**config.mk**
```make
export PLATFORM = sky130hd
export DESIGN_NAME = seq_divider
export DESIGN_NICKNAME = d
export VERILOG_FILES = /design/src/rtl/riscv_div_pkg.sv /design/src/rtl/div_step.sv /design/src/rtl/seq_divider.sv
export SDC_FILE = /design/constraint.sdc
export NUM_CORES = 1
export LEC_CHECK = 0
export BUFFER_PORTS_ARGS = -buffer_cell sky130_fd_sc_hd__buf_2
export CORE_ASPECT_RATIO = 0.75
export CORE_MARGIN = 4
export CORE_UTILIZATION = 62
export DETAILED_ROUTE_END_ITERATION = 10
export PLACE_DENSITY = 0.82
export REMOVE_ABC_BUFFERS = 1
export SYNTH_ARGS = -nofsm -noshare
export SYNTH_HDL_FRONTEND = slang
export SYNTH_SLANG_ARGS = --single-unit
```
**constraint.sdc**
```tcl
create_clock -name clk -period 6.8 [get_ports clk]
set_clock_uncertainty 0.05 [all_clocks]
set_input_delay 0.34 -clock clk [delete_from_list [all_inputs] [get_ports clk]]
set_output_delay 0.34 -clock clk [all_outputs]
set_load 0.1 [all_outputs]
```
**src/rtl/riscv_div_pkg.sv**
```systemverilog
// Shared definitions for the iterative divider: FSM state encoding and the
// divide-by-zero quotient constant.
package riscv_div_pkg;

    typedef enum logic [1:0] {
        S_IDLE = 2'd0,
        S_CALC = 2'd1,
        S_SIGN = 2'd2,
        S_DONE = 2'd3
    } div_state_e;

    // Wide enough for any supported WIDTH; the top slices off what it needs.
    localparam int unsigned DIV0_MAX_WIDTH = 64;
    localparam logic [DIV0_MAX_WIDTH-1:0] DIV0_QUOTIENT = '1;

endpackage

```
**src/rtl/div_step.sv**
```systemverilog
// One restoring-division step: shift in the next dividend bit, try the
// subtraction, keep it only when the partial remainder stays non-negative.
module div_step #(
    parameter int WIDTH = 32
) (
    input  logic [WIDTH-1:0] rem_in,
    input  logic             next_bit,
    input  logic [WIDTH-1:0] divisor,
    output logic [WIDTH-1:0] rem_out,
    output logic             q_bit
);

    logic [WIDTH:0] shifted;
    logic [WIDTH:0] diff;

    // rem_in < divisor, so the shifted value stays below 2*divisor and the
    // top bit of the WIDTH+1 bit difference is a reliable sign bit.
    assign shifted = {rem_in, next_bit};
    assign diff    = shifted - {1'b0, divisor};
    assign q_bit   = ~diff[WIDTH];
    assign rem_out = q_bit ? diff[WIDTH-1:0] : shifted[WIDTH-1:0];

endmodule

```
**src/rtl/seq_divider.sv**
```systemverilog
// Iterative radix-2 restoring divider for DIV/DIVU/REM/REMU: one quotient
// bit per cycle on operand magnitudes, sign fix-up in a final cycle.
module seq_divider
    import riscv_div_pkg::*;
#(
    parameter int WIDTH = 32
) (
    input  logic             clk,
    input  logic             rst_n,
    input  logic             start,
    input  logic             is_signed,
    input  logic             flush,
    input  logic [WIDTH-1:0] dividend,
    input  logic [WIDTH-1:0] divisor,
    output logic             busy,
    output logic             done,
    output logic [WIDTH-1:0] quotient,
    output logic [WIDTH-1:0] remainder,
    output logic             div_by_zero
);

    localparam int CW = $clog2(WIDTH);

    div_state_e       state_q;
    logic [CW-1:0]    cnt_q;
    logic [WIDTH-1:0] dvd_q;
    logic [WIDTH-1:0] dsr_q;
    logic [WIDTH-1:0] rem_q;
    logic             neg_quot_q;
    logic             neg_rem_q;
    logic             busy_q;
    logic             done_q;
    logic             dbz_q;
    logic [WIDTH-1:0] quot_out_q;
    logic [WIDTH-1:0] rem_out_q;

    logic             a_neg;
    logic             b_neg;
    logic [WIDTH-1:0] a_mag;
    logic [WIDTH-1:0] b_mag;
    logic [WIDTH-1:0] step_rem;
    logic             step_qbit;

    assign a_neg = is_signed & dividend[WIDTH-1];
    assign b_neg = is_signed & divisor[WIDTH-1];
    // Most-negative maps onto itself, which reads correctly as 2^(WIDTH-1).
    assign a_mag = a_neg ? -dividend : dividend;
    assign b_mag = b_neg ? -divisor  : divisor;

    div_step #(.WIDTH(WIDTH)) u_step (
        .rem_in   (rem_q),
        .next_bit (dvd_q[WIDTH-1]),
        .divisor  (dsr_q),
        .rem_out  (step_rem),
        .q_bit    (step_qbit)
    );

    always_ff @(posedge clk or negedge rst_n) begin
        if (!rst_n) begin
            state_q    <= S_IDLE;
            cnt_q      <= '0;
            dvd_q      <= '0;
            dsr_q      <= '0;
            rem_q      <= '0;
            neg_quot_q <= 1'b0;
            neg_rem_q  <= 1'b0;
            busy_q     <= 1'b0;
            done_q     <= 1'b0;
            dbz_q      <= 1'b0;
            quot_out_q <= '0;
            rem_out_q  <= '0;
        end else begin
            done_q <= 1'b0;
            dbz_q  <= 1'b0;
            if (flush) begin
                state_q <= S_IDLE;
                busy_q  <= 1'b0;
            end else begin
                case (state_q)
                    S_IDLE: begin
                        if (start) begin
                            busy_q <= 1'b1;
                            if (divisor == '0) begin
                                state_q    <= S_DONE;
                                done_q     <= 1'b1;
                                dbz_q      <= 1'b1;
                                quot_out_q <= DIV0_QUOTIENT[WIDTH-1:0];
                                rem_out_q  <= dividend;
                            end else begin
                                state_q    <= S_CALC;
                                cnt_q      <= CW'(WIDTH - 1);
                                dvd_q      <= a_mag;
                                dsr_q      <= b_mag;
                                rem_q      <= '0;
                                neg_quot_q <= a_neg ^ b_neg;
                                neg_rem_q  <= a_neg;
                            end
                        end
                    end
                    S_CALC: begin
                        // dvd_q doubles as the quotient shift register.
                        rem_q <= step_rem;
                        dvd_q <= {dvd_q[WIDTH-2:0], step_qbit};
                        if (cnt_q == '0) begin
                            state_q <= S_SIGN;
                        end else begin
                            cnt_q <= cnt_q - 1'b1;
                        end
                    end
                    S_SIGN: begin
                        quot_out_q <= neg_quot_q ? -dvd_q : dvd_q;
                        rem_out_q  <= neg_rem_q  ? -rem_q : rem_q;
                        state_q    <= S_DONE;
                        done_q     <= 1'b1;
                    end
                    S_DONE: begin
                        state_q <= S_IDLE;
                        busy_q  <= 1'b0;
                    end
                    default: begin
                        state_q <= S_IDLE;
                        busy_q  <= 1'b0;
                    end
                endcase
            end
        end
    end

    assign busy        = busy_q;
    assign done        = done_q;
    assign div_by_zero = dbz_q;
    assign quotient    = quot_out_q;
    assign remainder   = rem_out_q;

endmodule

```
# Yosys cells after proc, flatten, opt, wreduce, memory -nomap -nowiden
# Index checks and enable logic that the tools add are counted.
[word_totals] regBits=172 out_inout_bits=67
[op_classes] addsub=6 n_eq_ne=9 muxes=35 n_bitwise=6 n_reduce_logical=12
[op_table] operator="$mux W32" n=13
[op_table] operator="$pmux W32 S2" n=4
[op_table] operator="$neg A32 Y32" n=4
[op_table] operator="$sub A33 B32 Y33" n=1
[op_table] operator="$logic_not A32 Y1" n=1
[op_table] operator="$mux W5" n=3
[op_table] operator="$reduce_and A4 Y1" n=3
[op_table] operator="$pmux W5 S2" n=1
[op_table] operator="$mux W2" n=4
[op_table] operator="$ne A2 B2 Y1 const B" n=4
[op_table] operator="$pmux W2 S4" n=1
[op_table] operator="$mux W1" n=7
[op_table] operator="$ne A3 B3 Y1 const B" n=2
[op_table] operator="$logic_not A5 Y1" n=1
[op_table] operator="$reduce_and A5 Y1" n=1
[op_table] operator="$sub A5 B1 Y5 const B" n=1
[op_table] operator="$eq A2 B2 Y1 const B" n=2
[op_table] operator="$pmux W1 S2" n=2
[op_table] operator="$reduce_and A2 Y1" n=2
[op_table] operator="$reduce_bool A2 Y1" n=2
[op_table] operator="$not A1 Y1" n=3
[op_table] operator="$reduce_bool A3 Y1" n=1
[op_table] operator="$and A1 B1 Y1" n=2
[op_table] operator="$eq A2 B1 Y1 const B" n=1
[op_table] operator="2 further kinds" n=2

# Depth between registers and ports, before layout
# Gate-level depths: netlist (run 1).
[logic_depth] depth_word=5 mapped_depth=13

# Cells and area by module
# A second synthesis (run 1) with hierarchy kept.
[hier_totals] cells_unflattened=1476 hier_area_um2=12431.9
[modules_own_cells] module="seq_divider" instances=1 cells_each=1170 area_each_um2=10065.9 seq_area_each_um2=4304.1
[modules_own_cells] module="div_step" instances=1 cells_each=306 area_each_um2=2366.0 seq_area_each_um2=0.0

# Worst setup path after synthesis (run 1)
# No wires, ideal clock.
[synth_timing] kind="register to register" startpoint="reg rem_q[10]" endpoint="reg rem_out_q[30], in the netlist remainder[30]" t_arrival_ns=3.117 required_time_ns=6.630 path_slack_ns=3.513 stages_incl_launch_ff=10 period_less_slack_ns=3.287 path_cell_list="dfrtp_1 or4_4 or4_4 buf_6 or4_4 or4_4 o41ai_4 xor2_1 a21oi_1 a21o_1"
[synth_via] elab_chain_cells=3
[synth_lines] item="start: declaration" line_no="seq_divider.sv:28" source="logic [WIDTH-1:0] rem_q;"
[synth_lines] item="start signal: assignment" line_no="seq_divider.sv:102" source="rem_q <= step_rem;"
[synth_lines] item="$neg A32 Y32" line_no="seq_divider.sv:112" source="rem_out_q <= neg_rem_q ? -rem_q : rem_q;"
[synth_lines] item="$mux W32" line_no="seq_divider.sv:112"
[synth_lines] item="$pmux W32 S2" line_no="seq_divider.sv:79" source="case (state_q)"
[synth_lines] item="end signal: assignment" line_no="seq_divider.sv:88" source="rem_out_q <= dividend;"
[synth_lines] item="end signal: assignment" line_no="seq_divider.sv:112"
[synth_lines] item="end: declaration" line_no="seq_divider.sv:35" source="logic [WIDTH-1:0] rem_out_q;"
# No other way between the ends.
# A chain may end at the register's enable or synchronous reset.

# Worst setup path after layout (run 1)
[layout_timing] startpoint="reg rem_q[4]" endpoint="reg rem_q[21]"
[layout_via] elab_chain_cells=3
[layout_lines] item="$sub A33 B32 Y33" line_no="div_step.sv:19" source="assign diff = shifted - {1'b0, divisor};"
[layout_lines] item="$mux W32" line_no="div_step.sv:21" source="assign rem_out = q_bit ? diff[WIDTH-1:0] : shifted[WIDTH-1:0];"
[layout_lines] item="$pmux W32 S2" line_no="seq_divider.sv:79"
# No other way between the ends.

==> impl_metrics.json, run 1 <==
{
  "seq_area_um2": 4304,
  "synth.avg_cell_area_um2": 8.214,
  "cts_repair_resize_count": 0,
  "tightest_slew_ns": 1.157,
  "dpl_cell_area_um2": 12790,
  "synthCells": 1467,
  "cts_buffers": 17,
  "hold_path.class": "in2reg",
  "rsz0062_at_grt": "false",
  "cts_sinks": 172,
  "setup.worst_path.class": "reg2reg",
  "drv_cap": 0,
  "peakVddDrop_mv": 0.5801,
  "die_w_um": 169.0,
  "finalWirelength_mm": 35.34,
  "hpwl_mm": 25.44,
  "combPwrFrac": 0.554,
  "synthDistinctLibCells": 68,
  "crit_family": "compound AO/OA/AOI/OAI gates",
  "tns_ns": 0,
  "cts-htree-levels": 4,
  "grt_max_degree": 92,
  "fin_nets": 1658,
  "die_area_um2": 21750,
  "ys_seq_area_frac": 0.3572,
  "start_util": 0.6418,
  "cts_tree": "built",
  "start_kind": "flip-flop",
  "synth.cells.most_frequent": "dfrtp_1 (172), a21oi_1 (158), nand2_1 (154)",
  "arrival_ns": 4.59,
  "port_buffers": 135,
  "crit_slowest_cell": "nand2_1",
  "p_int_uw": 2944,
  "setup_viol": 0,
  "hold_viol": 0,
  "p_clk_frac": 0.172,
  "yosysTopAreaCell": "dfrtp_1",
  "gp_congestion": 0.9710,
  "drt_iter0_markers": 1200,
  "switching_share": 0.5426,
  "seqPwrFrac": 0.274,
  "post_cts_buffers": 0,
  "synth_edf_count": 0,
  "diodes": 0,
  "drt-wirelength-per-cell_um": 19.57,
  "placementRows": 43,
  "synth.area.top_cells": "dfrtp_1 (36%), a21oi_1 (6.6%), xor2_1 (6.5%), o21ai_0 (5.1%), nand2_1 (4.8%)",
  "max_stage_delay_ns": 0.66,
  "fillers": 1470,
  "status": "finished clean",
  "yosysWarnings": 0,
  "drc_errors": 0,
  "worstPathRequired_ns": 7.06,
  "crit_path_end_kind": "flip-flop",
  "power.density_nw_per_um2": 478.2,
  "synthFlopType": "dfrtp_1",
  "fmax_mhz": 231.1,
  "area_delta_synth_final_pct": 11.68,
  "synth.most_common_cell": "dfrtp_1",
  "path_cells": "ha_1 > a21o_1 > a211o_1 > o2111ai_1 > nand3_1 > a21oi_1 > o31a_1 > nand2_1 > o311ai_0",
  "synthesis.area_um2": 12050,
  "cts_hold_buf": 1,
  "ys_ff_latch": 172,
  "grt_pass1_wl_mm": 56.64,
  "report.final.slew_viol_count": 0,
  "num_vias": 11740,
  "final_antenna_net_count": 0,
  "drive_above_1_share": 0.1315,
  "fin_crit_sh": 0.6363,
  "crit_fanout": 22,
  "grt.overflow.total": 0,
  "design_area_um2": 13460,
  "clk_pin_slew_ns": 0.07,
  "cts_buffer_depth": 2,
  "via_per_inst": 6.502,
  "dr.pass1.iters": 8,
  "relSlewSlack": 0.2289,
  "synth_top_area_frac": 0.3572,
  "grt_pass1_vias": 10730,
  "antenna_found_initial": 0,
  "synth-async-reset-ratio": 1.000,
  "r2r_slack_ns": 2.47,
  "coreArea_um2": 18780,
  "final.min_clock_period_ns": 4.327,
  "die_y_um": 128.7,
  "p_switching_uw": 3492,
  "grt_use_total": 0.3239,
  "io_pins": 136,
  "clock_latency_ns": 0.43,
  "clockRootBuffer": "clkbuf_16",
  "multi_input_area_um2": 7172,
  "power_leakage_uw": 0.006259,
  "cp_num_buf_inv": 0
}
through the flow:
stage / setup WS (ns) / instances / util / hold WS, ns / power, µW
2_1_floorplan: 0.6450 / 1379 / - / -0.005591 / 4516
4_1_cts: 2.617 / 1806 / 0.7167 / 0.1304 / 6416
6_report: 2.473 / 1806 / 0.7167 / 0.1409 / 6436
3_5_place_dp: 2.420 / 1773 / 0.6811 / 0.3594 / 5291
3_3_place_gp: 2.557 / 1773 / 0.6811 / 0.3599 / 5223
5_1_grt: 2.144 / 1806 / 0.7167 / 0.1808 / 6791
layout make-up:
class | count | share of cell area
clock inverter | 14 | 0.01701
clock buffer | 18 | 0.03189
tap | 247 | 0.02296
inverter | 62 | 0.01729
timing repair buffer | 148 | 0.05811
sequential | 172 | 0.3198
multi-input combinational | 1145 | 0.5329
flip-flops by register name, indices dropped and copies added (netlist names):
name         flops
dsr_q           32
dvd_q           32
quotient        32
rem_q           32
remainder       32
cnt_q            5
state_q          2
busy             1
div_by_zero      1
done             1
neg_quot_q       1
neg_rem_q        1
worst paths after layout:
path,from,end,cells past startpoint
min in group asynchronous,rst_n,dsr_q[5]$_DFFE_PN0P_,2
worst max register to register,rem_q[4]$_DFFE_PN0P_,rem_q[21]$_DFFE_PN0P_,9
worst max-delay path,rem_q[4]$_DFFE_PN0P_,rem_q[21]$_DFFE_PN0P_,9
worst min-delay path,divisor[0],dsr_q[0]$_DFFE_PN0P_,3
worst min register to register,remainder[13]$_DFFE_PN0P_,remainder[13]$_DFFE_PN0P_,2
max in group asynchronous,rst_n,dvd_q[25]$_DFFE_PN0P_,3
worst register-to-register path: stages (launching register included):
cell,delay [ns]
dfrtp_1,0.50
ha_1,0.39
a21o_1,0.22
a211o_1,0.32
o2111ai_1,0.31
nand3_1,0.30
a21oi_1,0.44
o31a_1,0.46
nand2_1,0.66
o311ai_0,0.56
cells in the final DEF, fill, tap and decap left out, drive strengths merged, types with 10 or more instances in the layout:
master and instances:
dfrtp 172, a21oi 158, nand2 154, buf 147, o21ai 126, nor2 105, xor2 90, nor3 67
inv 67, xnor2 43, ha 42, nand3 40, a21o 32, o31ai 27, o211ai 23, or3 22
or4 22, and3 21, clkbuf 18, o41ai 17, a221o 17, o21a 12, o2111ai 12, nand2b 11
nor4 10
metal layers:
metal | track usage | wire length (µm) | vias up
met3 | 0.08692 | 3711 | 65
met2 | 0.4815 | 15300 | 609
li1 | - | - | 5464
met4 | 0.07667 | 549 | 0
met1 | 0.4768 | 15780 | 5604
met5 | 0 | 0 | -
power groups by stage:
stage          Combinational, µW  Clock (µW)  Sequential [µW]
3_3_place_gp                3470           0             1750
5_1_grt                     3820        1160             1810
3_5_place_dp                3520           0             1770
2_1_floorplan               1440           0             3080
4_1_cts                     3550        1120             1750
6_report                    3570        1110             1760
cell families (layout without fill, tap and decap cells):
kind of cell,count (synthesis),in the layout,synth area share
AOI/OAI and AO/OA,470,470,0.2447
xor gates and xnor gates,133,133,0.09667
adders and majority gates,43,43,0.04527
buffers and inverters,150,242,0.05202
DFF,172,172,0.3572
muxes,9,9,0.007476
and+or+nand+nor,490,490,0.1967
No activity file was read; power rests on OpenSTA's default activity.
==> inputs of run 2 (changes only) <==
--- a/config.mk
+++ b/config.mk
@@ -8,9 +8,9 @@
 export BUFFER_PORTS_ARGS = -buffer_cell sky130_fd_sc_hd__buf_2
 export CORE_ASPECT_RATIO = 0.75
 export CORE_MARGIN = 4
-export CORE_UTILIZATION = 62
+export CORE_UTILIZATION = 54
 export DETAILED_ROUTE_END_ITERATION = 10
-export PLACE_DENSITY = 0.82
+export PLACE_DENSITY = 0.75
 export REMOVE_ABC_BUFFERS = 1
 export SYNTH_ARGS = -nofsm -noshare
 export SYNTH_HDL_FRONTEND = slang
==> constraint.sdc (replaced) <==
create_clock -name clk -period 3.7 [get_ports clk]
set_clock_uncertainty 0.05 [all_clocks]
set_input_delay 0.185 -clock clk [delete_from_list [all_inputs] [get_ports clk]]
set_output_delay 0.185 -clock clk [all_outputs]
set_load 0.1 [all_outputs]
==> impl_metrics.json, run 2 (same netlist as run 1, synthesis figures left out) <==
{
  "power.density_nw_per_um2": 843.8,
  "power_leakage_uw": 0.006427,
  "multi_input_area_um2": 7172,
  "worstPathRequired_ns": 3.99,
  "final_antenna_net_count": 0,
  "seq_area_um2": 4304,
  "grt_pass1_vias": 10660,
  "grt_max_degree": 75,
  "crit_path_end_kind": "flip-flop",
  "antenna_found_initial": 0,
  "clock_latency_ns": 0.44,
  "fmax_mhz": 286.3,
  "placementRows": 47,
  "holdWs_ns": 0.01155,
  "io_pins": 136,
  "start_kind": "flip-flop",
  "arrival_ns": 3.78,
  "cts_sinks": 172,
  "tightest_slew_ns": 1.016,
  "cts_buffers": 17,
  "die_area_um2": 24790,
  "die_y_um": 137.4,
  "hold_viol": 0,
  "grt_pass1_wl_mm": 56.90,
  "dr.pass1.iters": 5,
  "pre_cts_slack_ns": 0.2729,
  "crit_fanout": 7,
  "area_delta_synth_final_pct": 14.64,
  "drt_iter0_markers": 1243,
  "rsz0062_at_grt": "false",
  "finalWirelength_mm": 35.91,
  "setup_viol": 0,
  "grt.overflow.total": 0,
  "clk_pin_slew_ns": 0.08,
  "relSlewSlack": 0.3230,
  "fin_nets": 1695,
  "start_util": 0.5479,
  "peakVddDrop_mv": 1.041,
  "drt-wirelength-per-cell_um": 19.00,
  "fin_crit_sh": 0.9439,
  "status": "finished clean",
  "grt_use_total": 0.2838,
  "timing.final.ws_setup_ns": 0.2077,
  "hold_path.class": "in2reg",
  "mostFrequentLayoutCells": "dfrtp_1 (172), a21oi_1 (156), nand2_1 (153)",
  "via_per_inst": 6.202,
  "p_total_uw": 11660,
  "hpwl_mm": 26.58,
  "drv_cap": 0,
  "coreArea_um2": 21990,
  "gp_congestion": 0.9326,
  "fillers": 1935,
  "cts_buffer_depth": 2,
  "drc_errors": 0,
  "layout_commonest_cell": "dfrtp_1",
  "port_buffers": 135,
  "cts_repair_resize_count": 0,
  "clockRootBuffer": "clkbuf_16",
  "report.final.slew_viol_count": 0,
  "drive_above_1_share": 0.1498,
  "setup.worst_path.class": "reg2reg",
  "cts_tree": "built",
  "die_w_um": 180.5,
  "cts-htree-levels": 4,
  "final.min_clock_period_ns": 3.492,
  "num_vias": 11720
}
==> run 2: cell count changes in the layout (fill, tap and decap cells not counted), sizes merged <==
| cell | change |
|---|---|
| bufinv | -5 |
| clkinv | +2 |
| buf | +34 |
| inv | +1 |
| clkinvlp | +2 |
| clkbuf | -1 |
| diode | +1 |
| dlygate4sd3 | +3 |
==> run 2: path summary, 6_finish.rpt <==
kind	from	to	slack [ns]	depth (start not counted)
max	rem_q[9]$_DFFE_PN0P_	remainder[29]$_DFFE_PN0P_	0.21	8
max reg2reg	rem_q[9]$_DFFE_PN0P_	remainder[29]$_DFFE_PN0P_	0.21	8
min reg2reg	remainder[26]$_DFFE_PN0P_	remainder[26]$_DFFE_PN0P_	0.43	1
max in group asynchronous	rst_n	rem_q[26]$_DFFE_PN0P_	2.47	3
min	divisor[24]	dsr_q[24]$_DFFE_PN0P_	0.01	4
min in group asynchronous	rst_n	state_q[1]$_DFFE_PN0P_	0.26	2
==> run 2: layout make-up <==
class | count | share of cell area
Tap cell | 294 | 0.02663
Multi-Input combinational cell | 1145 | 0.5192
Antenna cell | 1 | 0.0001811
Clock inverter | 14 | 0.01123
Timing Repair Buffer | 185 | 0.08360
Sequential cell | 172 | 0.3116
Clock buffer | 17 | 0.03079
Inverter | 62 | 0.01685
==> run 2: timing repair <==
action | 4_1_cts | 5_1_grt
setup buffers | 0 | 0
endpoints found under the hold margin | 67 | 0
hold buffers | 4 | 0
==> run 2: power by group <==
group | total (µW) | switching, µW | internal, µW
Sequential | 3200 | 604 | 2590
Clock | 1790 | 893 | 900
Combinational | 6670 | 5000 | 1670
==> run 2: routing by layer <==
layer,routed length [µm],track usage,vias to the layer above,part of all wire
met1,16160,0.4147,5574,0.45
met4,899,0.09866,0,0.025
met2,15470,0.4197,542,0.43
li1,-,-,5535,-
met3,3372,0.06017,70,0.094
met5,0,0,-,0
==> run 2: metrics by stage <==
stage | instance area (µm²) | util | setup TNS [ns] | instances
final | 13810 | 0.6281 | 0 | 1890
after global routing | 13810 | 0.6280 | 0 | 1889
after CTS | 13810 | 0.6280 | 0 | 1889
after detailed placement | 13190 | 0.5998 | 0 | 1854
after global placement | 13190 | 0.5998 | 0 | 1854
after floorplan | 11660 | - | -159.61 | 1379
==> run 2: critical path, cell delays in order (launching register included) <==
cell and delay [ns]:
dfrtp_1 0.46, or4_4 0.56, or4_4 0.48, or4_4 0.59, or4_4 0.47, o31ai_1 0.30, xor2_1 0.21, a21oi_1 0.09
a21o_1 0.17
==> inputs of run 3 (changes only) <==
--- a/config.mk
+++ b/config.mk
@@ -6,11 +6,13 @@
 export NUM_CORES = 1
 export LEC_CHECK = 0
 export BUFFER_PORTS_ARGS = -buffer_cell sky130_fd_sc_hd__buf_2
+export CELL_PAD_IN_SITES_DETAIL_PLACEMENT = 1
+export CELL_PAD_IN_SITES_GLOBAL_PLACEMENT = 1
 export CORE_ASPECT_RATIO = 0.75
 export CORE_MARGIN = 4
-export CORE_UTILIZATION = 54
+export CORE_UTILIZATION = 41
 export DETAILED_ROUTE_END_ITERATION = 10
-export PLACE_DENSITY = 0.75
+export PLACE_DENSITY = 0.76
 export REMOVE_ABC_BUFFERS = 1
 export SYNTH_ARGS = -nofsm -noshare
 export SYNTH_HDL_FRONTEND = slang
==> impl_metrics.json, run 3 (same netlist as run 1, synthesis figures left out) <==
{
  "hold_viol": 0,
  "path_cells": "or4_4 > or4_4 > or4_4 > or4_4 > o41ai_4 > xor2_1 > a21oi_1 > a21o_1",
  "fillers": 3581,
  "port_buffers": 135,
  "tightest_slew_ns": 1.144,
  "final.min_clock_period_ns": 3.489,
  "antenna_found_initial": 0,
  "grt_max_degree": 93,
  "diodes": 0,
  "combPwrFrac": 0.571,
  "switching_share": 0.5568,
  "drv_cap": 0,
  "drc_errors": 0,
  "crit_path_end_kind": "flip-flop",
  "seq_area_um2": 4304,
  "dr.pass1.iters": 5,
  "seqPwrFrac": 0.273,
  "setup_viol": 0,
  "grt_pass1_vias": 11770,
  "cts-htree-levels": 4,
  "cts_repair_resize_count": 0,
  "drt_iter0_markers": 891,
  "clk_pin_slew_ns": 0.08,
  "die_area_um2": 32230,
  "crit_family": "simple AND/OR/NAND/NOR gates",
  "final_antenna_net_count": 0,
  "critPathLaunch": "rem_q[10]$_DFFE_PN0P_",
  "p_switching_uw": 6622,
  "placementRows": 54,
  "p_int_uw": 5272,
  "hpwl_mm": 30.69,
  "crit_slowest_cell": "or4_4",
  "tns_ns": 0,
  "clock_latency_ns": 0.46,
  "cts_tree": "built",
  "cts_hold_buf": 5,
  "area_delta_synth_final_pct": 15.35,
  "coreArea_um2": 29050,
  "status": "finished clean",
  "max_stage_delay_ns": 0.58,
  "via_per_inst": 5.892,
  "finalWirelength_mm": 41.58,
  "clockRootBuffer": "clkbuf_16",
  "dp_cells": 1945,
  "report.final.slew_viol_count": 0,
  "holdWs_ns": 0.01754,
  "p_clk_frac": 0.156,
  "cts_buffers": 17,
  "worstReg2RegStart": "rem_q[10]$_DFFE_PN0P_",
  "drt-wirelength-per-cell_um": 20.98,
  "io_pins": 136,
  "die_w_um": 206.0,
  "cts_sinks": 172,
  "fmax_mhz": 286.6,
  "p_total_uw": 11890,
  "grt_use_total": 0.2582,
  "worstPathRequired_ns": 3.99,
  "num_vias": 11680,
  "setup.worst_path.class": "reg2reg",
  "hold_start": "divisor[25]",
  "start_util": 0.4148,
  "hold_path.class": "in2reg",
  "start_kind": "flip-flop",
  "fin_nets": 1689,
  "cpMostUsedCell": "or4_4",
  "fin_crit_sh": 0.9429,
  "drive_above_1_share": 0.1465,
  "final_cell_count_no_fill": 1982,
  "multi_input_area_um2": 7172,
  "peakVddDrop_mv": 0.7094,
  "grt_pass1_wl_mm": 66.14,
  "mostFrequentLayoutCells": "dfrtp_1 (172), a21oi_1 (156), nand2_1 (153)",
  "post_cts_buffers": 0,
  "utilization": 0.4784,
  "grt.overflow.total": 0,
  "power_leakage_uw": 0.006403,
  "rsz0062_at_grt": "false",
  "crit_fanout": 7,
  "gp_congestion": 0.9204,
  "power.density_nw_per_um2": 855.7,
  "relSlewSlack": 0.2355,
  "cts_buffer_depth": 2,
  "die_y_um": 156.5,
  "cp_num_buf_inv": 0,
  "layout_commonest_cell": "dfrtp_1",
  "arrival_ns": 3.78
}
-- run 3: power by group through the flow --
stage          sequential, µW  clock (µW)  combinational, µW
5_1_grt                  3350        1970               7300
3_3_place_gp             3230           0               6580
6_report                 3250        1860               6790
2_1_floorplan            5660           0               2640
3_5_place_dp             3280           0               6720
4_1_cts                  3250        1890               6790
-- run 3: layout make-up --
cell class | instances | share of cell area
Tap cell | 392 | 0.03529
Clock inverter | 15 | 0.01170
Multi-Input combinational cell | 1145 | 0.5160
Timing Repair Buffer | 179 | 0.08003
Inverter | 62 | 0.01674
Sequential cell | 172 | 0.3097
Clock buffer | 17 | 0.03061
-- run 3: worst reg2reg max path, stage by stage, from the launching register on --
cell and delay [ns]:
dfrtp_1 0.46, or4_4 0.58, or4_4 0.48, or4_4 0.57, or4_4 0.52, o41ai_4 0.23
xor2_1 0.20, a21oi_1 0.09, a21o_1 0.18
-- run 3: per-stage QoR --
step / setup slack [ns] / area [µm²]
after CTS: 0.2440 / 13900
after global placement: 0.3452 / 13260
final: 0.2114 / 13900
after global routing: 0.1103 / 13900
after floorplan: -2.300 / 11660
after detailed placement: 0.2566 / 13260
-- run 3: path summary, 6_finish.rpt --
check / endpoint / slack [ns] / depth (start not counted)
min reg2reg: remainder[0]$_DFFE_PN0P_ / 0.42 / 2
max reg2reg: remainder[30]$_DFFE_PN0P_ / 0.21 / 8
min: dsr_q[25]$_DFFE_PN0P_ / 0.02 / 4
max: remainder[30]$_DFFE_PN0P_ / 0.21 / 8
max in group asynchronous: quotient[5]$_DFFE_PN0P_ / 2.35 / 3
min in group asynchronous: dsr_q[1]$_DFFE_PN0P_ / 0.30 / 2
-- run 3: metal layers --
metal,vias to the layer above,wire [µm],part of all wire,track usage
met5,-,0,0,0
met4,0,444,0.011,0.05035
met3,34,2417,0.058,0.04868
met2,296,18680,0.45,0.3948
met1,5847,20040,0.48,0.3845
li1,5500,-,-,-
